### src/rtl/shift4_deser.sv
// -----------------------------------------------------------------------------
// shift4_deser
// Serial-in / parallel-out deserializer. This is the receive side of the Shift4
// right-shift transmitter. It collects SIZE bits LSB-first, qualified by ena and
// framed by start. Each completed word is presented on a valid/ready output
// register, with overrun and frame-error pulses.
//
// Ports
//   clk        in   1     rising-edge clock
//   areset_n   in   1     asynchronous active-low reset
//   start      in   1     frame start: arms receiver, clears bit count
//   ena        in   1     serial bit valid this cycle
//   sdata      in   1     serial data bit, word LSB first
//   out_ready  in   1     consumer accepts out_data this cycle
//   out_valid  out  1     out_data holds an unconsumed word
//   out_data   out  SIZE  last completed word
//   busy       out  1     receiver is mid-frame (SHIFT state)
//   overrun    out  1     one-cycle pulse: completed word dropped
//   frame_err  out  1     one-cycle pulse: start seen mid-frame
// -----------------------------------------------------------------------------
module shift4_deser #(
    parameter int SIZE = 4
) (
    input  logic            clk,
    input  logic            areset_n,
    input  logic            start,
    input  logic            ena,
    input  logic            sdata,
    input  logic            out_ready,
    output logic            out_valid,
    output logic [SIZE-1:0] out_data,
    output logic            busy,
    output logic            overrun,
    output logic            frame_err
);

    localparam int CW = (SIZE > 2) ? $clog2(SIZE) : 1;
    localparam logic [CW-1:0] LAST = CW'(SIZE - 1);

    typedef enum logic {IDLE, SHIFT} state_e;

    state_e          state_q, state_d;
    // Only SIZE-1 received bits need storing: the final bit arrives on
    // sdata in the same cycle as the completion edge.
    logic [SIZE-2:0] sr_q, sr_d;
    logic [CW-1:0]   cnt_q, cnt_d;
    logic            vld_q, vld_d;
    logic [SIZE-1:0] data_q, data_d;
    logic            ovr_q, ovr_d;
    logic            ferr_q, ferr_d;

    logic [SIZE-1:0] word;
    logic            done;

    // The incoming bit is placed at the MSB. After SIZE bits have been
    // received, the first bit has reached position 0.
    assign word = {sdata, sr_q};

    always_comb begin
        state_d = state_q;
        sr_d    = sr_q;
        cnt_d   = cnt_q;
        done    = 1'b0;
        ferr_d  = 1'b0;
        unique case (state_q)
            IDLE: begin
                if (start) begin
                    state_d = SHIFT;
                    cnt_d   = '0;
                    if (ena) begin
                        sr_d  = word[SIZE-1:1];
                        cnt_d = CW'(1);
                    end
                end
            end
            SHIFT: begin
                if (ena && cnt_q == LAST) begin
                    // A completion takes priority over start. When start is also
                    // asserted, the next frame is re-armed with an empty count,
                    // because this ena was spent on the last bit.
                    done    = 1'b1;
                    cnt_d   = '0;
                    state_d = start ? SHIFT : IDLE;
                end else if (start) begin
                    ferr_d = 1'b1;
                    cnt_d  = '0;
                    if (ena) begin
                        sr_d  = word[SIZE-1:1];
                        cnt_d = CW'(1);
                    end
                end else if (ena) begin
                    sr_d  = word[SIZE-1:1];
                    cnt_d = cnt_q + 1'b1;
                end
            end
            default: state_d = IDLE;
        endcase
    end

    // Output register. A new word is loaded only if the slot is empty or is
    // being drained on this same edge. Otherwise the new word is dropped.
    always_comb begin
        vld_d  = vld_q;
        data_d = data_q;
        ovr_d  = 1'b0;
        if (done) begin
            if (!vld_q || out_ready) begin
                data_d = word;
                vld_d  = 1'b1;
            end else begin
                ovr_d = 1'b1;
            end
        end else if (vld_q && out_ready) begin
            vld_d = 1'b0;
        end
    end

    always_ff @(posedge clk or negedge areset_n) begin
        if (!areset_n) begin
            state_q <= IDLE;
            sr_q    <= '0;
            cnt_q   <= '0;
            vld_q   <= 1'b0;
            data_q  <= '0;
            ovr_q   <= 1'b0;
            ferr_q  <= 1'b0;
        end else begin
            state_q <= state_d;
            sr_q    <= sr_d;
            cnt_q   <= cnt_d;
            vld_q   <= vld_d;
            data_q  <= data_d;
            ovr_q   <= ovr_d;
            ferr_q  <= ferr_d;
        end
    end

    assign out_valid = vld_q;
    assign out_data  = data_q;
    assign busy      = (state_q == SHIFT);
    assign overrun   = ovr_q;
    assign frame_err = ferr_q;

endmodule
### config.mk
export PLATFORM = sky130hd
export DESIGN_NAME = shift4_deser
export DESIGN_NICKNAME = d
export VERILOG_FILES = /design/src/rtl/shift4_deser.sv
export SDC_FILE = /design/constraint.sdc
export NUM_CORES = 1
export LEC_CHECK = 0
export BUFFER_PORTS_ARGS = -buffer_cell sky130_fd_sc_hd__buf_4
export CAP_MARGIN = 15
export CORE_UTILIZATION = 30
export CTS_CLUSTER_SIZE = 40
export DETAILED_ROUTE_END_ITERATION = 10
export PLACE_DENSITY = 0.5
export REMOVE_ABC_BUFFERS = 1
export SLEW_MARGIN = 20
export SYNTH_ARGS = -nofsm -noshare
export SYNTH_HDL_FRONTEND = slang
export SYNTH_SLANG_ARGS = --single-unit
### constraint.sdc
create_clock -name clk -period 3 [get_ports clk]
set_input_delay 0.6 -clock clk [delete_from_list [all_inputs] [get_ports clk]]
set_output_delay 0.6 -clock clk [all_outputs]
set_load 0.05 [all_outputs]
==> run_summary.xml, run 1 <==
<?xml version="1.0" encoding="UTF-8"?>
<metrics>
  <group name="critical_path">
    <metric name="cp_max_fo" unit="">9</metric>
    <metric name="critPathMaxStageDelay" unit="ns">0.53</metric>
    <metric name="regToRegSetupSlack" unit="ns">1.59</metric>
    <metric name="cp.depth" unit="">1</metric>
    <metric name="cp-endpoint" unit="">busy</metric>
    <metric name="crit_type" unit="">flop to output port</metric>
    <metric name="path_buf_inv" unit="">1</metric>
    <metric name="critical_path_arrival" unit="ns">1.07</metric>
    <metric name="kind_of_cell_adding_the_most_delay_to_the_critical_path" unit="">flip-flops</metric>
    <metric name="crit_slowest_cell" unit="">sky130_fd_sc_hd__dfrtp_1</metric>
    <metric name="cp-end-kind" unit="">output port</metric>
    <metric name="rr_endpoint" unit="">out_data[2]</metric>
    <metric name="worstReg2RegStart" unit="">cnt_q[0]</metric>
    <metric name="sort_of_element_at_the_start_of_the_critical_path" unit="">flop</metric>
    <metric name="crit_chain" unit="">buf_4</metric>
    <metric name="reg2regPathDepth" unit="">4</metric>
    <metric name="wp_data_required" unit="ns">2.40</metric>
    <metric name="cp-startpoint" unit="">busy</metric>
  </group>
  <group name="finish">
    <metric name="antenna_cells" unit="">0</metric>
    <metric name="area_growth" unit="%">28.3</metric>
    <metric name="num-nets-final" unit="">64</metric>
    <metric name="most-common-layout-cells" unit="">sky130_fd_sc_hd__dfrtp_1 (13), sky130_fd_sc_hd__buf_4 (13), sky130_fd_sc_hd__mux2_2 (7)</metric>
    <metric name="num-fill-cells" unit="">173</metric>
    <metric name="share_of_post_route_cells_with_drive_strength_above_1" unit="%">53.6</metric>
  </group>
  <group name="clocking">
    <metric name="cts_resized" unit="">0</metric>
    <metric name="clkSlewWorstSetupHoldPaths" unit="ns">0.08</metric>
    <metric name="cts_inserted_buffers" unit="">3</metric>
    <metric name="htreeDepth" unit="">1</metric>
    <metric name="max-clock-path-buffers" unit="">2</metric>
    <metric name="clock-root-buffer" unit="">sky130_fd_sc_hd__clkbuf_4</metric>
    <metric name="post_cts_hold_buffer_count" unit="">0</metric>
    <metric name="cts_num_sinks" unit="">13</metric>
    <metric name="tritoncts" unit="">done</metric>
    <metric name="clock_latency_reported_for_the_late_side_of_the_worst_skew_pair" unit="ns">0.27</metric>
    <metric name="post-cts-setup-buffers" unit="">0</metric>
  </group>
  <group name="timing">
    <metric name="grt_setup_unrepaired" unit="">no</metric>
    <metric name="setup-violations-final" unit="">0</metric>
    <metric name="min_period" unit="ns">1.67</metric>
    <metric name="timing.setup.tns" unit="ns">0</metric>
    <metric name="setup_slack_of_the_critical_path_after_layout" unit="ns">1.33</metric>
    <metric name="timing.final.crit_share" unit="%">55.6</metric>
    <metric name="final_clock_skew" unit="ns">0.00453</metric>
    <metric name="timing.slew.headroom" unit="%">79.2</metric>
    <metric name="worst-slew-pin-transition" unit="ns">0.312</metric>
    <metric name="final_max_slew_viol_count" unit="">0</metric>
    <metric name="hold-worst-slack" unit="ns">0.152</metric>
    <metric name="hold_viol_final" unit="">0</metric>
    <metric name="fmax" unit="MHz">600</metric>
  </group>
  <group name="floorplanning">
    <metric name="floorplan.die_area" unit="um^2">2000</metric>
    <metric name="design.core.area" unit="um^2">1730</metric>
    <metric name="initial_utilization" unit="%">31.7</metric>
    <metric name="chipWidth" unit="um">44.7</metric>
    <metric name="floorplan_row_count" unit="">15</metric>
    <metric name="ios" unit="">14</metric>
    <metric name="floorplan.die.height" unit="um">44.7</metric>
  </group>
  <group name="detailed_routing">
    <metric name="wire_per_inst" unit="um">9.99</metric>
    <metric name="avgViaCountPerCell" unit="">4.21</metric>
    <metric name="via_count" unit="">341</metric>
    <metric name="overall_routed_net_length" unit="um">809</metric>
    <metric name="detail_route.drc_violations" unit="">0</metric>
    <metric name="drt_pre_antenna_iters" unit="">2</metric>
    <metric name="first_iter_violations" unit="">3</metric>
    <metric name="detail-route-antenna-nets" unit="">0</metric>
  </group>
  <group name="power">
    <metric name="worst_ir_drop_vdd" unit="mV">0.392</metric>
    <metric name="p_total" unit="uW">576</metric>
    <metric name="leakagePower" unit="uW">0.000322</metric>
    <metric name="power.density_cell_area" unit="nW/um^2">818</metric>
  </group>
  <group name="global_route">
    <metric name="first_global_vias" unit="">292</metric>
    <metric name="grt_overflow_total" unit="">0</metric>
    <metric name="grt_first_pass_wirelength" unit="um">1340</metric>
    <metric name="track_usage" unit="%">9.75</metric>
    <metric name="grt_antenna_before_repair" unit="">0</metric>
    <metric name="grt_max_degree" unit="">14</metric>
  </group>
  <group name="placed_design">
    <metric name="gpl.final_weighted_congestion" unit="">0.601</metric>
    <metric name="dp_hpwl" unit="um">601</metric>
    <metric name="dp_slack" unit="ns">1.52</metric>
    <metric name="portBuffers" unit="">13</metric>
  </group>
  <group name="yosys">
    <metric name="netlist_instances" unit="">39</metric>
    <metric name="synth_warnings" unit="">0</metric>
    <metric name="yosysUniqueCellTypes" unit="">16</metric>
    <metric name="fraction_of_the_yosys_area_taken_by_sequential_cells" unit="%">59.4</metric>
    <metric name="synthesis.area" unit="um^2">548</metric>
    <metric name="syn_area_per_cell" unit="um^2">14.1</metric>
    <metric name="synth-seq-cells" unit="">13</metric>
  </group>
  <group name="worst_hold_path">
    <metric name="hold_class" unit="">primary input to asynchronous set/reset pin</metric>
  </group>
  <group name="run">
    <metric name="maxCapViolCount" unit="">0</metric>
  </group>
  <group name="outcome">
    <metric name="outcome" unit="">completed</metric>
  </group>
</metrics>
[per-stage QoR]
step                area (um^2)  cells  util [%]
global placement            677     77      39.2
finish                      703     81      40.7
CTS                         703     81      40.7
detailed placement          677     77      39.2
global route                703     81      40.7
floorplan                   548     39         -
[worst min-delay path by stage]
stage | startpoint | end | slack, ns | cells past startpoint
after floorplan | areset_n | busy | 0.30 | 0
after CTS | areset_n | cnt_q[1] | 0.15 | 1
after global routing | areset_n | cnt_q[1] | 0.15 | 1
final | areset_n | cnt_q[1] | 0.15 | 1
after detailed placement | areset_n | cnt_q[0] | 0.45 | 1
after global placement | areset_n | cnt_q[0] | 0.45 | 1
[logic make-up (layout without fill, tap and decap cells)]
| family | after synthesis | count (layout) | share of synthesized area, % |
|---|---|---|---|
| compound gates | 4 | 4 | 6.85 |
| mux | 7 | 7 | 14.4 |
| buf+inv | 0 | 17 | 0 |
| flops | 13 | 13 | 59.4 |
| simple gates | 14 | 14 | 17.1 |
| fa+ha+maj | 1 | 1 | 2.28 |
[sequential cells by signal, summed over array words and instances (netlist names)]
name       flops
overrun        1
frame_err      1
busy           1
out_data       4
cnt_q          2
sr_q           3
out_valid      1
[power breakdown]
part	total, uW	switching (uW)	internal [uW]
combinational	226	143	82.7
clock	107	55.5	51.5
sequential	243	23.9	219
[metal layers]
| metal | part of all wire (%) | global-route usage (%) | up-vias |
|---|---|---|---|
| met5 | 0 | 0 | - |
| met4 | 0 | 1.82 | 0 |
| met3 | 6.8 | 6.00 | 0 |
| met2 | 44 | 12.6 | 11 |
| met1 | 49 | 13.9 | 159 |
| li1 | - | - | 171 |
[cell type report]
class | instances | area (um^2) | share of cell area [%]
timing repair buffer | 13 | 97.6 | 13.9
multi-input combinational | 26 | 223 | 31.7
clock buffer | 4 | 26.3 | 3.74
sequential | 13 | 325 | 46.3
tap | 25 | 31.3 | 4.45
[synth_stat cells]
cell | number | area, um^2
sky130_fd_sc_hd__nor2b_1 | 1 | 6.26
sky130_fd_sc_hd__nand2_1 | 5 | 18.8
sky130_fd_sc_hd__ha_1 | 1 | 12.5
sky130_fd_sc_hd__o211ai_2 | 1 | 12.5
sky130_fd_sc_hd__o221a_2 | 1 | 11.3
sky130_fd_sc_hd__or3_2 | 1 | 7.51
sky130_fd_sc_hd__nand2b_1 | 1 | 6.26
sky130_fd_sc_hd__dfrtp_1 | 13 | 325
sky130_fd_sc_hd__nand4b_1 | 1 | 8.76
sky130_fd_sc_hd__and3_2 | 1 | 7.51
sky130_fd_sc_hd__mux2_2 | 7 | 78.8
sky130_fd_sc_hd__a21oi_1 | 1 | 5.00
sky130_fd_sc_hd__nor2_1 | 2 | 7.51
sky130_fd_sc_hd__a21o_2 | 1 | 8.76
sky130_fd_sc_hd__nand3_4 | 1 | 17.5
sky130_fd_sc_hd__nor2b_4 | 1 | 13.8
No activity file was read; power rests on OpenSTA's default activity.
==> run 2: changes to the inputs <==
ABC_AREA = 1   (was not set)
clock period = 1.65 ns   (was 3 ns; I/O delays follow)
==> run 2 against run 1 <==
Critical path depth unchanged. Sequential power increased by 79%. Synthesized cell count increased by 67%. Non-clock buffer count increased by 1. Area after synthesis increased by 2.5%. Utilization increased by 0.92 points. First-iteration DRC count increased to 3.0 times the previous value. Final cell count increased by 33%. Sequential share of layout area decreased by 1.5 points. Largest power group unchanged.
==> run_summary.xml, run 2 <==
<?xml version="1.0" encoding="UTF-8"?>
<metrics>
  <group name="finish">
    <metric name="most-common-layout-cells" unit="">sky130_fd_sc_hd__nand2_1 (22), sky130_fd_sc_hd__dfrtp_1 (13), sky130_fd_sc_hd__buf_4 (13)</metric>
    <metric name="share_of_post_route_cells_with_drive_strength_above_1" unit="%">22.9</metric>
    <metric name="largest_reg_flops" unit="">4</metric>
    <metric name="num-fill-cells" unit="">181</metric>
    <metric name="area_growth" unit="%">29.4</metric>
    <metric name="num-nets-final" unit="">91</metric>
    <metric name="antenna_cells" unit="">0</metric>
    <metric name="layout_commonest_cell" unit="">sky130_fd_sc_hd__nand2_1</metric>
  </group>
  <group name="power">
    <metric name="leakagePower" unit="uW">0.000402</metric>
    <metric name="worst_ir_drop_vdd" unit="mV">0.604</metric>
    <metric name="power.density_cell_area" unit="nW/um^2">1400</metric>
    <metric name="p_total" unit="uW">1010</metric>
  </group>
  <group name="global_route">
    <metric name="grt_first_pass_wirelength" unit="um">1580</metric>
    <metric name="grt_max_degree" unit="">14</metric>
    <metric name="track_usage" unit="%">11.5</metric>
    <metric name="grt_overflow_total" unit="">0</metric>
    <metric name="grt_antenna_before_repair" unit="">0</metric>
    <metric name="first_global_vias" unit="">351</metric>
  </group>
  <group name="timing">
    <metric name="setup_slack_of_the_critical_path_after_layout" unit="ns">0.363</metric>
    <metric name="worst-slew-pin-transition" unit="ns">0.267</metric>
    <metric name="setup-violations-final" unit="">0</metric>
    <metric name="timing.setup.tns" unit="ns">0</metric>
    <metric name="fmax" unit="MHz">777</metric>
    <metric name="timing.final.crit_share" unit="%">78.0</metric>
    <metric name="grt_setup_unrepaired" unit="">no</metric>
    <metric name="min_period" unit="ns">1.29</metric>
    <metric name="timing.slew.headroom" unit="%">82.2</metric>
    <metric name="hold_viol_final" unit="">0</metric>
    <metric name="final_clock_skew" unit="ns">0.00466</metric>
    <metric name="final_max_slew_viol_count" unit="">0</metric>
  </group>
  <group name="yosys">
    <metric name="netlist.top_cell.by_area" unit="">sky130_fd_sc_hd__dfrtp_1</metric>
    <metric name="fraction_of_the_yosys_area_taken_by_sequential_cells" unit="%">57.9</metric>
    <metric name="share_of_the_synthesized_area_in_the_top_cell_type" unit="%">57.9</metric>
    <metric name="synthesis.area" unit="um^2">562</metric>
    <metric name="ys_top_cells_by_count" unit="">sky130_fd_sc_hd__nand2_1 (22), sky130_fd_sc_hd__dfrtp_1 (13), sky130_fd_sc_hd__nand3_1 (10), sky130_fd_sc_hd__inv_1 (7), sky130_fd_sc_hd__nor2_1 (7)</metric>
    <metric name="yosys.cell_count.top_type" unit="">sky130_fd_sc_hd__nand2_1</metric>
    <metric name="netlist_instances" unit="">65</metric>
    <metric name="yosys_most_used_dff" unit="">sky130_fd_sc_hd__dfrtp_1</metric>
    <metric name="yosysUniqueCellTypes" unit="">10</metric>
    <metric name="asyncSetResetFlopFracSynth" unit="%">100</metric>
    <metric name="syn_area_per_cell" unit="um^2">8.64</metric>
    <metric name="synth-seq-cells" unit="">13</metric>
    <metric name="synth_warnings" unit="">0</metric>
    <metric name="ys_top_cells_by_area" unit="">sky130_fd_sc_hd__dfrtp_1 (58%), sky130_fd_sc_hd__nand2_1 (15%), sky130_fd_sc_hd__nand3_1 (8.9%)</metric>
    <metric name="synth_edf_count" unit="">0</metric>
  </group>
  <group name="placed_design">
    <metric name="portBuffers" unit="">13</metric>
    <metric name="gpl.final_weighted_congestion" unit="">0.876</metric>
    <metric name="dp_slack" unit="ns">0.485</metric>
    <metric name="dp_hpwl" unit="um">756</metric>
  </group>
  <group name="critical_path">
    <metric name="worstReg2RegStart" unit="">cnt_q[0]</metric>
    <metric name="cp-endpoint" unit="">busy</metric>
    <metric name="crit_chain" unit="">buf_4</metric>
    <metric name="crit_type" unit="">flop to output port</metric>
    <metric name="kind_of_cell_adding_the_most_delay_to_the_critical_path" unit="">flip-flops</metric>
    <metric name="rr_endpoint" unit="">sr_q[2]</metric>
    <metric name="wp_data_required" unit="ns">1.32</metric>
    <metric name="reg2regPathDepth" unit="">6</metric>
    <metric name="cp.depth" unit="">1</metric>
    <metric name="sort_of_element_at_the_start_of_the_critical_path" unit="">flop</metric>
    <metric name="cp_max_fo" unit="">6</metric>
    <metric name="cp-end-kind" unit="">output port</metric>
    <metric name="path_buf_inv" unit="">1</metric>
    <metric name="cp-startpoint" unit="">busy</metric>
    <metric name="critical_path_arrival" unit="ns">0.96</metric>
    <metric name="regToRegSetupSlack" unit="ns">0.45</metric>
    <metric name="crit_slowest_cell" unit="">sky130_fd_sc_hd__dfrtp_1</metric>
    <metric name="critPathMaxStageDelay" unit="ns">0.45</metric>
  </group>
  <group name="clocking">
    <metric name="cts_resized" unit="">0</metric>
    <metric name="clock_latency_reported_for_the_late_side_of_the_worst_skew_pair" unit="ns">0.27</metric>
    <metric name="post_cts_hold_buffer_count" unit="">1</metric>
    <metric name="cts_num_sinks" unit="">13</metric>
    <metric name="clock-root-buffer" unit="">sky130_fd_sc_hd__clkbuf_4</metric>
    <metric name="post-cts-setup-buffers" unit="">0</metric>
    <metric name="clkSlewWorstSetupHoldPaths" unit="ns">0.08</metric>
    <metric name="cts_inserted_buffers" unit="">3</metric>
    <metric name="max-clock-path-buffers" unit="">2</metric>
    <metric name="htreeDepth" unit="">1</metric>
    <metric name="tritoncts" unit="">done</metric>
  </group>
  <group name="floorplanning">
    <metric name="floorplan.die_area" unit="um^2">2050</metric>
    <metric name="chipWidth" unit="um">45.3</metric>
    <metric name="initial_utilization" unit="%">32.2</metric>
    <metric name="floorplan.die.height" unit="um">45.3</metric>
    <metric name="design.core.area" unit="um^2">1750</metric>
    <metric name="floorplan_row_count" unit="">15</metric>
    <metric name="ios" unit="">14</metric>
  </group>
  <group name="detailed_routing">
    <metric name="detail_route.drc_violations" unit="">0</metric>
    <metric name="drt_pre_antenna_iters" unit="">4</metric>
    <metric name="via_count" unit="">438</metric>
    <metric name="detail-route-antenna-nets" unit="">0</metric>
    <metric name="avgViaCountPerCell" unit="">4.06</metric>
    <metric name="first_iter_violations" unit="">9</metric>
    <metric name="overall_routed_net_length" unit="um">1040</metric>
    <metric name="wire_per_inst" unit="um">9.62</metric>
  </group>
  <group name="outcome">
    <metric name="outcome" unit="">completed</metric>
  </group>
  <group name="run">
    <metric name="maxCapViolCount" unit="">0</metric>
  </group>
  <group name="worst_hold_path">
    <metric name="hold_class" unit="">primary input to flop</metric>
    <metric name="worstHoldPathCells" unit="">3</metric>
  </group>
</metrics>
run 2: cell count changes in the layout (fill, tap and decap cells not counted), moves of 2 or more:
cell,change
sky130_fd_sc_hd__nand2_1,+17
sky130_fd_sc_hd__nand3_1,+10
sky130_fd_sc_hd__inv_1,+7
sky130_fd_sc_hd__mux2_2,-7
sky130_fd_sc_hd__nor2_1,+5
sky130_fd_sc_hd__o21ai_0,+2
run 2: per-layer routing:
layer	track usage [%]	part of all wire, %	vias to the layer above
met4	5.45	1.2	0
met2	16.2	44	10
li1	-	-	238
met5	0	0	-
met1	14.2	51	188
met3	6.00	4.0	2
run 2: per-stage QoR:
step	hold slack, ns	util, %	instances	area, um^2
after floorplan	0.0344	-	65	562
after detailed placement	0.186	39.6	103	691
after CTS	0.268	41.6	108	727
after global placement	0.186	39.6	103	691
final	0.276	41.6	108	727
after global routing	0.286	41.6	108	727
run 2: final cells by class:
class / count / area, um^2 / share of cell area, %
Sequential cell: 13 / 325 / 44.8
Multi-Input combinational cell: 45 / 210 / 28.9
Timing Repair Buffer: 14 / 108 / 14.8
Tap cell: 25 / 31.3 / 4.30
Clock buffer: 4 / 26.3 / 3.61
Inverter: 7 / 26.3 / 3.61
run 2: how the worst min path moves through the flow:
| stage | endpoint | from | slack (ns) |
|---|---|---|---|
| after global routing | sr_q[2] | sdata | 0.29 |
| after global placement | cnt_q[0] | areset_n | 0.19 |
| after detailed placement | cnt_q[0] | areset_n | 0.19 |
| final | sr_q[2] | sdata | 0.28 |
| after floorplan | busy | areset_n | 0.03 |
| after CTS | sr_q[2] | sdata | 0.27 |
run 2: logic make-up (layout without fill, tap and decap cells):
family	count (synthesis)	after routing	share of synthesized area, %
flip-flops	13	13	57.9
adder cells (fa/ha/maj)	1	1	2.23
AO/OA/AOI/OAI	2	2	1.78
buffers and inverters	7	25	4.68
AND/OR/NAND/NOR	42	42	33.4
run 2: report_power, final:
group          switching, uW  leakage [uW]  internal (uW)
registers               43.0      0.000163            392
logic                    266      0.000225            114
clock network            106     0.0000150           93.6
total                    414      0.000402            600
==> run 3: changes to the inputs <==
PLACE_DENSITY = 0.52   (was 0.5)
clock period = 1.11 ns   (was 1.65 ns; I/O delays follow)
==> run 3 against run 2 <==
Combinational power is 60% higher. Global-route usage is 0.54 points higher. Critical endpoint is now sr_q[2]. Design area is 7.2% higher. Clock skew is 0.0012 ns lower. Sequential power is 50% higher. Count of clock-buffer cells in the layout stayed put. Critical path depth is 5 higher.
==> run_summary.xml, run 3 (synthesized netlist as in run 2, its figures left out) <==
<?xml version="1.0" encoding="UTF-8"?>
<metrics>
  <group name="global_route">
    <metric name="first_global_vias" unit="">403</metric>
    <metric name="grt_max_degree" unit="">14</metric>
    <metric name="track_usage" unit="%">12.0</metric>
    <metric name="grt_first_pass_wirelength" unit="um">1650</metric>
    <metric name="grt_overflow_total" unit="">0</metric>
    <metric name="grt_antenna_before_repair" unit="">0</metric>
  </group>
  <group name="power">
    <metric name="power.density_cell_area" unit="nW/um^2">1980</metric>
    <metric name="leakagePower" unit="uW">0.000425</metric>
    <metric name="worst_ir_drop_vdd" unit="mV">0.725</metric>
    <metric name="power.share.switching" unit="%">40.1</metric>
    <metric name="pwr-share-seq" unit="%">42.4</metric>
    <metric name="internal_power" unit="uW">923</metric>
    <metric name="share_comb_of_total_power" unit="%">39.5</metric>
    <metric name="clock_network_fraction_of_design_power" unit="%">18.1</metric>
    <metric name="p_total" unit="uW">1540</metric>
    <metric name="net-switching-power" unit="uW">618</metric>
  </group>
  <group name="critical_path">
    <metric name="cp-startpoint" unit="">cnt_q[1]</metric>
    <metric name="wp_data_required" unit="ns">1.32</metric>
    <metric name="crit_type" unit="">flop to flop</metric>
    <metric name="critical_path_arrival" unit="ns">1.29</metric>
    <metric name="sort_of_element_at_the_start_of_the_critical_path" unit="">flop</metric>
    <metric name="regToRegSetupSlack" unit="ns">0.03</metric>
    <metric name="cp-endpoint" unit="">sr_q[2]</metric>
    <metric name="cp-end-kind" unit="">flop</metric>
    <metric name="reg2regPathDepth" unit="">6</metric>
    <metric name="worstReg2RegStart" unit="">cnt_q[1]</metric>
    <metric name="rr_endpoint" unit="">sr_q[2]</metric>
    <metric name="cp_max_fo" unit="">5</metric>
  </group>
  <group name="finish">
    <metric name="num-fill-cells" unit="">181</metric>
    <metric name="share_of_post_route_cells_with_drive_strength_above_1" unit="%">32.6</metric>
    <metric name="largest_reg_flops" unit="">4</metric>
    <metric name="antenna_cells" unit="">0</metric>
    <metric name="final_core_utilization" unit="%">44.7</metric>
    <metric name="regArea" unit="um^2">327</metric>
    <metric name="area_growth" unit="%">38.8</metric>
    <metric name="layout_commonest_cell" unit="">sky130_fd_sc_hd__nand2_1</metric>
    <metric name="num-nets-final" unit="">94</metric>
    <metric name="most-common-layout-cells" unit="">sky130_fd_sc_hd__nand2_1 (20), sky130_fd_sc_hd__buf_4 (13), sky130_fd_sc_hd__dfrtp_1 (12)</metric>
    <metric name="area_used_by_multi_input_combinational_logic" unit="um^2">228</metric>
  </group>
  <group name="detailed_routing">
    <metric name="maxUsedRoutingLayer" unit="">met4</metric>
    <metric name="wire_per_inst" unit="um">9.98</metric>
    <metric name="detail_route.drc_violations" unit="">0</metric>
    <metric name="first_iter_violations" unit="">12</metric>
    <metric name="wl_met2" unit="um">529</metric>
    <metric name="sum_of_met3_wire_segment_lengths_after_detailed_routing" unit="um">57</metric>
    <metric name="detail_route.wirelength.met1" unit="um">495</metric>
    <metric name="via_count" unit="">482</metric>
    <metric name="overall_routed_net_length" unit="um">1110</metric>
    <metric name="detail-route-antenna-nets" unit="">0</metric>
    <metric name="avgViaCountPerCell" unit="">4.34</metric>
    <metric name="drt_pre_antenna_iters" unit="">4</metric>
  </group>
  <group name="floorplanning">
    <metric name="design.core.area" unit="um^2">1750</metric>
    <metric name="ios" unit="">14</metric>
    <metric name="initial_utilization" unit="%">32.2</metric>
    <metric name="floorplan.die_area" unit="um^2">2050</metric>
    <metric name="floorplan_row_count" unit="">15</metric>
    <metric name="chipWidth" unit="um">45.3</metric>
    <metric name="floorplan.die.height" unit="um">45.3</metric>
  </group>
  <group name="timing">
    <metric name="hold-worst-slack" unit="ns">0.170</metric>
    <metric name="hold_viol_final" unit="">0</metric>
    <metric name="worst-slew-pin-transition" unit="ns">0.276</metric>
    <metric name="setup-violations-final" unit="">0</metric>
    <metric name="timing.setup.tns" unit="ns">0</metric>
    <metric name="final_max_slew_viol_count" unit="">0</metric>
    <metric name="fmax" unit="MHz">927</metric>
    <metric name="grt_setup_unrepaired" unit="">yes</metric>
    <metric name="timing.slew.headroom" unit="%">81.6</metric>
    <metric name="timing.final.crit_share" unit="%">97.2</metric>
    <metric name="min_period" unit="ns">1.08</metric>
    <metric name="final_clock_skew" unit="ns">0.00344</metric>
  </group>
  <group name="clocking">
    <metric name="cts_inserted_buffers" unit="">3</metric>
    <metric name="htreeDepth" unit="">1</metric>
    <metric name="clock_latency_reported_for_the_late_side_of_the_worst_skew_pair" unit="ns">0.27</metric>
    <metric name="max-clock-path-buffers" unit="">2</metric>
    <metric name="clkSlewWorstSetupHoldPaths" unit="ns">0.07</metric>
    <metric name="clock-root-buffer" unit="">sky130_fd_sc_hd__clkbuf_4</metric>
    <metric name="cts_num_sinks" unit="">13</metric>
    <metric name="tritoncts" unit="">done</metric>
  </group>
  <group name="outcome">
    <metric name="outcome" unit="">completed</metric>
  </group>
  <group name="placed_design">
    <metric name="dp_hpwl" unit="um">775</metric>
    <metric name="gpl.final_weighted_congestion" unit="">0.878</metric>
    <metric name="portBuffers" unit="">13</metric>
  </group>
  <group name="run">
    <metric name="maxCapViolCount" unit="">0</metric>
  </group>
  <group name="worst_hold_path">
    <metric name="hold_class" unit="">primary input to flop</metric>
  </group>
</metrics>
-- run 3: cell count changes in the layout (fill, tap and decap cells not counted), sizes merged --
cell | previous run | this run
buf | 13 | 16
-- run 3: layer usage --
metal | global-route usage, % | up-vias
li1 | - | 245
met1 | 13.1 | 213
met2 | 19.4 | 20
met3 | 6.00 | 4
met5 | 0 | -
met4 | 5.45 | 0
-- run 3: repair_timing --
action	4_1_cts	5_1_grt
hold endpoints to repair	13	0
resized for setup	4	7
hold buffers	1	0
endpoints found under the setup margin	5	12
pin swaps	0	2
buffers inserted	1	2
-- run 3: how the worst min path moves through the flow --
stage / cells past startpoint / from / slack, ns / end
2_1_floorplan: 0 / areset_n / -0.07 / busy
3_3_place_gp: 1 / areset_n / 0.08 / out_data[2]
3_5_place_dp: 1 / areset_n / 0.08 / out_data[2]
4_1_cts: 3 / sdata / 0.16 / sr_q[2]
5_1_grt: 3 / sdata / 0.16 / sr_q[2]
6_report: 3 / sdata / 0.17 / sr_q[2]
-- run 3: power groups by stage --
stage	sequential (uW)	combinational (uW)	clock, uW
after floorplan	906	136	0
after global placement	655	565	0
after detailed placement	659	566	0
after CTS	648	579	298
after global routing	662	654	321
final	653	609	279
-- run 3: stage by stage --
step | area (um^2) | setup WS [ns] | cells
floorplan | 562 | -0.156 | 65
global placement | 691 | -0.0298 | 103
detailed placement | 691 | -0.0784 | 103
CTS | 743 | 0.0113 | 109
global route | 779 | -0.0276 | 111
finish | 779 | 0.0308 | 111
-- run 3: layout make-up --
| type | instances | area share, % |
|---|---|---|
| Inverter | 7 | 3.37 |
| Timing Repair Buffer | 17 | 18.1 |
| Multi-Input combinational cell | 45 | 29.2 |
| Clock buffer | 4 | 3.37 |
| Tap cell | 25 | 4.01 |
| Sequential cell | 13 | 41.9 |
-- run 3: critical path, cell delays in order, from the launching register on --
cell and delay [ns]:
sky130_fd_sc_hd__dfrtp_1 0.40, sky130_fd_sc_hd__ha_2 0.20, sky130_fd_sc_hd__inv_2 0.09, sky130_fd_sc_hd__nand3_2 0.12
sky130_fd_sc_hd__nand2_2 0.10, sky130_fd_sc_hd__nand2_1 0.05, sky130_fd_sc_hd__nand2_1 0.06
